## src/rtl/fifo_packet_reader.sv

```systemverilog
// Read-side unpacker for the {valid_mask, lane[M-1]..lane[0]} async FIFO packet format.
// Define PKT_RD_RR_ARB_EN for round-robin reader arbitration; the default is fixed priority.
//
// state | meaning
// WAIT  | no packet held; sample FIFO head when not empty
// HAVE  | packet held; serve lowest unconsumed valid lane to a granted reader
// POP   | o_fifo_rinc high this cycle; head advances before WAIT samples again
module fifo_packet_reader #(
    parameter int WIDTH     = 8,
    parameter int M_WRITERS = 2,
    parameter int N_READERS = 2,
    parameter int CNT_W     = 16
) (
    input  logic                                          i_rd_clk,
    input  logic                                          i_rd_rstn,
    input  logic                                          i_fifo_empty,
    input  logic [M_WRITERS*(WIDTH+1)-1:0]                i_fifo_rdata,
    output logic                                          o_fifo_rinc,
    input  logic [N_READERS-1:0]                          i_rd_en,
    output logic [N_READERS-1:0]                          o_rd_gnt,
    output logic                                          o_rd_valid,
    output logic [WIDTH-1:0]                              o_rd_data,
    output logic [((M_WRITERS > 1) ? $clog2(M_WRITERS) : 1)-1:0] o_rd_lane,
    output logic [$clog2(M_WRITERS+1)-1:0]                o_rd_left,
    output logic [CNT_W-1:0]                              o_drop_cnt
);

    localparam int RD_W   = M_WRITERS * (WIDTH + 1);
    localparam int LANE_W = (M_WRITERS > 1) ? $clog2(M_WRITERS) : 1;
    localparam int LEFT_W = $clog2(M_WRITERS + 1);

    typedef enum logic [1:0] {
        WAIT = 2'd0,
        HAVE = 2'd1,
        POP  = 2'd2
    } state_t;

    state_t                 state;
    logic [RD_W-1:0]        packet_q;
    logic [M_WRITERS-1:0]   consumed_q;

    logic [M_WRITERS-1:0]   mask_q;
    logic [M_WRITERS-1:0]   in_mask;
    logic [M_WRITERS-1:0]   pend;
    logic [M_WRITERS-1:0]   lane_onehot;
    logic [WIDTH-1:0]       lane_data;
    logic [LANE_W-1:0]      lane_idx;
    logic [LEFT_W-1:0]      left_cnt;
    logic                   last_lane;

    logic [N_READERS-1:0]   req_sel;
    logic [N_READERS-1:0]   gnt;

    assign mask_q     = packet_q[RD_W-1 -: M_WRITERS];
    assign in_mask    = i_fifo_rdata[RD_W-1 -: M_WRITERS];
    assign pend       = mask_q & ~consumed_q;
    assign o_rd_valid = (state == HAVE);

    // Descending scan so the lowest pending lane is the one left selected.
    always_comb begin
        lane_data   = '0;
        lane_idx    = '0;
        lane_onehot = '0;
        left_cnt    = '0;
        for (int k = M_WRITERS - 1; k >= 0; k--) begin
            if (pend[k]) begin
                lane_data      = packet_q[k*WIDTH +: WIDTH];
                lane_idx       = LANE_W'(k);
                lane_onehot    = '0;
                lane_onehot[k] = 1'b1;
                left_cnt       = left_cnt + LEFT_W'(1);
            end
        end
    end

    assign last_lane = (left_cnt == LEFT_W'(1));

    assign o_rd_data = o_rd_valid ? lane_data : '0;
    assign o_rd_lane = o_rd_valid ? lane_idx  : '0;
    assign o_rd_left = o_rd_valid ? left_cnt  : '0;

`ifdef PKT_RD_RR_ARB_EN
    localparam int PTR_W = (N_READERS > 1) ? $clog2(N_READERS) : 1;

    logic [PTR_W-1:0]     rr_ptr;
    logic [PTR_W-1:0]     gnt_idx;
    logic [N_READERS-1:0] hi_mask;
    logic [N_READERS-1:0] req_hi;

    // Requests at or above the pointer win; otherwise wrap to the lowest requester.
    assign hi_mask = ~((N_READERS'(1) << rr_ptr) - N_READERS'(1));
    assign req_hi  = i_rd_en & hi_mask;
    assign req_sel = (|req_hi) ? req_hi : i_rd_en;

    always_comb begin
        gnt     = '0;
        gnt_idx = '0;
        for (int i = N_READERS - 1; i >= 0; i--) begin
            if (req_sel[i]) begin
                gnt     = '0;
                gnt[i]  = 1'b1;
                gnt_idx = PTR_W'(i);
            end
        end
        if (!o_rd_valid) begin
            gnt = '0;
        end
    end

    always_ff @(posedge i_rd_clk or negedge i_rd_rstn) begin
        if (!i_rd_rstn) begin
            rr_ptr <= '0;
        end else if (|gnt) begin
            rr_ptr <= (int'(gnt_idx) == N_READERS - 1) ? '0 : gnt_idx + PTR_W'(1);
        end
    end
`else
    assign req_sel = i_rd_en;

    always_comb begin
        gnt = '0;
        for (int i = N_READERS - 1; i >= 0; i--) begin
            if (req_sel[i]) begin
                gnt    = '0;
                gnt[i] = 1'b1;
            end
        end
        if (!o_rd_valid) begin
            gnt = '0;
        end
    end
`endif

    assign o_rd_gnt = gnt;

    always_ff @(posedge i_rd_clk or negedge i_rd_rstn) begin
        if (!i_rd_rstn) begin
            state       <= WAIT;
            packet_q    <= '0;
            consumed_q  <= '0;
            o_fifo_rinc <= 1'b0;
            o_drop_cnt  <= '0;
        end else begin
            o_fifo_rinc <= 1'b0;
            case (state)
                WAIT: begin
                    if (!i_fifo_empty) begin
                        if (in_mask != '0) begin
                            packet_q   <= i_fifo_rdata;
                            consumed_q <= '0;
                            state      <= HAVE;
                        end else begin
                            if (o_drop_cnt != '1) begin
                                o_drop_cnt <= o_drop_cnt + CNT_W'(1);
                            end
                            o_fifo_rinc <= 1'b1;
                            state       <= POP;
                        end
                    end
                end
                HAVE: begin
                    if (|gnt) begin
                        consumed_q <= consumed_q | lane_onehot;
                        if (last_lane) begin
                            o_fifo_rinc <= 1'b1;
                            state       <= POP;
                        end
                    end
                end
                POP: begin
                    state <= WAIT;
                end
                default: begin
                    state <= WAIT;
                end
            endcase
        end
    end

endmodule
```

## config.mk

```make
export PLATFORM = sky130hd
export DESIGN_NAME = fifo_packet_reader
export DESIGN_NICKNAME = d
export VERILOG_FILES = /design/src/rtl/fifo_packet_reader.sv
export SDC_FILE = /design/constraint.sdc
export NUM_CORES = 1
export LEC_CHECK = 0
export ABC_CLOCK_PERIOD_IN_PS = 4150
export BUFFER_PORTS_ARGS = -buffer_cell sky130_fd_sc_hd__buf_2
export CORE_AREA = 2 2 58 71
export CTS_CLUSTER_DIAMETER = 100
export CTS_CLUSTER_SIZE = 12
export DETAILED_ROUTE_END_ITERATION = 10
export DIE_AREA = 0 0 60 73
export PLACE_DENSITY = 0.77
export SYNTH_ARGS = -nofsm -noshare
export SYNTH_HDL_FRONTEND = slang
export SYNTH_SLANG_ARGS = --single-unit
```

## constraint.sdc

```tcl
create_clock -name i_rd_clk -period 4.15 [get_ports i_rd_clk]
set_input_delay 0.83 -clock i_rd_clk [delete_from_list [all_inputs] [get_ports i_rd_clk]]
set_output_delay 0.83 -clock i_rd_clk [all_outputs]
set_load 0.01 [all_outputs]
```

# Yosys cells after proc, flatten, opt, wreduce, memory -nomap -nowiden
# Cells that the tools add are included.
# totals
wordCells,55
in_bits,23
reg_bits,39
out_inout_bits,31
# classes
n_mux,28
n_reduce_logical,8
add_sub_neg,2
n_bitwise,5
n_eq_ne,7
# op_table
op,n
2-to-1 mux 2 bit,14
2-to-1 mux 8 bit,3
"adder 16 x 1 -> 16 bit, second input constant",1
"!= test 16 bit, second input constant",1
2-to-1 mux 1 bit,8
case mux 2 bit (2 select lines),2
AND reduction 4 bit,2
AND reduction 3 bit,2
"equality test 2 x 1 -> 1 bit, second input constant",2
"!= test 2 x 1 -> 1 bit, second input constant",2
"!= test 2 bit, second input constant",2
nonzero test 2 bit,2
"adder 2 x 1 -> 2 bit, second input constant",1
bitwise AND 2 bit,1
logical NOT 2 bit,1
NOT 1 bit,2
NOT 2 bit,1
bitwise OR 2 bit,1
case mux 1 bit (2 select lines),1
OR reduction 2 bit,1

# Depth between registers and ports, before layout
# logic_depth
depth_word,9
ltp_mapped,6
depth_no_buf,5

# Least setup slack after synthesis
# Ideal clock, no wire load.
# synth_path
path_kind,register -> output
start,reg state[1]
end,out o_rd_data[0]
stages_incl_launch_ff,4
path_slack_ns,1.973
arrival_time_ns,1.347
path_cell_list,dfrtp_1 nand2b_1 nor3_2 a22o_1
# synth_via
elab_chain_len,2
# synth_rtl
element,line_no,source
start: declaration,38,state_t state;
start signal: assignment,138,state <= WAIT;
start signal: assignment,151,state <= HAVE;
start signal: assignment,157,state <= POP;
equality test 2 x 1 -> 1 bit,57,assign o_rd_valid = (state == HAVE);
2-to-1 mux 8 bit,78,assign o_rd_data = o_rd_valid ? lane_data : '0;
end: declaration,22,"output logic [WIDTH-1:0] o_rd_data,"
# No other way between the ends.

# Worst setup path after layout
# layout_path
start,reg state[1]
end,out o_rd_data[7]
# Same word-level chain as after synthesis.

==> results.yml <==
status:
  outcome: "completed"
timing:
  fin_tns_setup_ps: 0
  rsz0062_at_grt: "false"
  worst_slew_pin_slew_ps: 851
  min_period_ps: 2700
  maxSlewViolCount: 0
  relSlewSlack_pct: 43.3
  clock_skew_ps: 1.63
  finalHoldViolCount: 0
  max_clock_freq_ghz: 0.371
  setup_violations: 0
  finalCritPeriodShare_pct: 65.0
drt:
  dr_total_vias: 1365
  drc: 0
  avgViaCountPerCell: 5.19
  dr.pass1.iters: 4
  drt-total-wl_um: 3430
  wl_per_cell_um: 13.0
  drt_iter0_drc: 27
  antenna_left: 0
synth:
  syn-cell-area_mm2: 0.00183
  syn_inst: 151
  ys_seq_area_share_pct: 53.5
  synth-async-reset-ratio_pct: 100
  ys_top_cells_by_area: "dfrtp_1, mux2_2, xor2_1"
  syn-num-nets: 175
  yosysMostFrequentCell: "dfrtp_1"
  ys_ff_latch: 39
  synth_warnings: 0
  synth-edff-count: 0
  synth_top_area_share_pct: 53.5
  yosys.area.top_type: "dfrtp_1"
  synthTopCellsByCount: "dfrtp_1, mux2_2, xor2_1, a22o_1, nand2_1"
  postSynthAreaPerCell_um2: 12.1
  synth_ff_type: "dfrtp_1"
  ys_types: 31
cts:
  cts-root-buf: "clkbuf_8"
  cts_tree: "yes"
  h-tree-depth: 2
  postCtsSetupBuffers: 0
  clk_latency_ps: 280
  clock-sinks: 39
  path_clk_slew_ps: 70
  clock_path_buffers: 2
  hold_buffers: 0
  numCtsBuffers: 5
  cts_resized: 0
setup_path:
  slowest_delay_ps: 590
  crit_family: "simple AND/OR/NAND/NOR gates"
  startpoint_type: "flop"
  cpMaxStageDelayCell: "nor3_2"
  path_max_fanout: 10
  reg2reg_depth: 5
  critPathKind: "flop to primary output"
  reg2reg_from: "o_drop_cnt[0]$_DFFE_PN0P_"
  critical_path_buf_inv_count: 1
  r2r_end: "o_drop_cnt[14]$_DFFE_PN0P_"
  path_cells: "nand2b_1 -> nor3_2 -> a22o_1 -> buf_2"
  cp-end-kind: "primary output"
  cp.arrival_ps: 1870
  crit_required_ps: 3320
  r2r_slack_ps: 2230
grt:
  grt_pass1_vias: 1232
  grt_use_total_pct: 16.5
  grt_pass1_wl_um: 5440
  overflow: 0
  grt_max_degree: 40
  antenna_found_initial: 0
placement:
  place_congestion: 0.722
  place_area_mm2: 0.00216
  hpwlAfterDp_um: 2550
  io_buffers: 53
floorplanning:
  die_y_um: 73
  ios: 54
  die_x_um: 60
  start_util_pct: 48.2
  rows: 25
  core_area_mm2: 0.00378
  dieArea_mm2: 0.00438
final_layout:
  drive_gt1_share_pct: 40.7
  area_growth_pct: 22.7
  nets: 232
  num-fill-cells: 331
  antennaDiodeCount: 0
  fin_area_mm2: 0.00224
job:
  cap_violations: 0
hold_path:
  min_from: "packet_q[13]$_DFFE_PN0P_"
  hold_path_depth: 1
  hold_path.class: "flop to flop"
  hold_end: "packet_q[13]$_DFFE_PN0P_"
power:
  vdd_drop_max_v: 0.000293
  p_leak_nw: 1.12
  power.density_mw_per_mm2: 564
metrics by stage:
stage	hold WS [ps]	setup WS, ps	utilization, %	power, mW	instances
after floorplan	459	1970	-	0.890	151
after global placement	472	1720	57.0	1.03	255
after detailed placement	481	1660	57.0	1.04	255
after CTS	497	1400	59.2	1.29	263
after global routing	514	1310	59.2	1.35	263
final	492	1450	59.2	1.26	263
layout make-up:
type / count / area [um^2] / share of cell area (%)
Timing Repair Buffer: 55 / 280 / 12.5
Multi-Input combinational cell: 103 / 817 / 36.5
Tap cell: 54 / 67.6 / 3.02
Inverter: 4 / 15.0 / 0.670
Clock inverter: 3 / 15.0 / 0.670
Sequential cell: 39 / 976 / 43.6
Clock buffer: 5 / 68.8 / 3.07
worst reg2reg max path, cell delays in order, from the launching register on:
cell,delay (ps)
dfrtp_1,420
ha_1,210
nand4_1,160
or2_1,320
nor4_1,330
mux2_1,360
cell families (layout without fill, tap and decap cells):
| logic type | count (synthesis) | in the layout | synth area share [%] |
|---|---|---|---|
| AOI/OAI and AO/OA | 13 | 13 | 5.48 |
| DFF | 39 | 39 | 53.5 |
| buffers and inverters | 9 | 67 | 2.12 |
| muxes | 21 | 21 | 13.0 |
| and+or+nand+nor | 54 | 54 | 18.6 |
| adders and majority gates | 1 | 1 | 0.685 |
| xor gates and xnor gates | 14 | 14 | 6.72 |
power by group:
| part | total, mW | internal (mW) | switching, mW |
|---|---|---|---|
| Sequential | 0.597 | 0.512 | 0.0851 |
| Combinational | 0.430 | 0.221 | 0.209 |
| Clock | 0.237 | 0.115 | 0.122 |
registers in the layout, summed over array words and instances, names as in the netlist:
register and cells:
packet_q 18, o_drop_cnt 16, consumed_q 2, state 2, o_fifo_rinc 1
routing by layer:
| layer | vias up | part of all wire [%] | track usage [%] |
|---|---|---|---|
| met5 | - | 0 | 0 |
| met4 | 0 | 1.6 | 6.67 |
| met3 | 6 | 6.4 | 5.14 |
| met2 | 48 | 49 | 27.1 |
| met1 | 656 | 43 | 20.0 |
| li1 | 655 | - | - |
cells in the final DEF, fill, tap and decap left out:
cell	netlist	layout
nor4_1	5	4
or2_2	1	1
xor2_1	14	14
o21bai_1	2	2
buf_2	4	53
a22o_1	8	8
nor4_2	2	3
clkbuf_8	0	5
or4_4	1	1
nand3_1	4	4
nor3_2	1	1
and2_1	1	1
clkinv_2	0	3
buf_4	0	2
inv_1	4	4
nor3_1	7	7
nor4_4	1	1
nor2b_1	2	2
o21ai_0	2	2
and3_1	1	1
nor3b_1	1	1
nand4bb_1	1	1
nor2_1	5	5
ha_1	1	1
or2_1	1	1
mux2_1	6	6
mux2_2	15	15
a21oi_1	1	1
dfrtp_1	39	39
nand2b_1	5	5
nand4_1	5	5
nor4b_1	2	2
nand2_1	8	8
worst max path at each step:
stage                                    start                    endpoint  slack [ps]  cells after the start
final                     state[1]$_DFFE_PN0P_                o_rd_data[7]        1450                      4
after global routing      state[1]$_DFFE_PN0P_                o_rd_data[7]        1310                      4
after global placement        i_fifo_rdata[16]  o_drop_cnt[14]$_DFFE_PN0P_        1720                      5
after floorplan           state[1]$_DFFE_PN0P_                o_rd_data[0]        1970                      3
after detailed placement      i_fifo_rdata[16]  o_drop_cnt[14]$_DFFE_PN0P_        1660                      5
after CTS                 state[1]$_DFFE_PN0P_                o_rd_data[7]        1400                      4
Note: power is estimated with default switching activity, not from simulation.
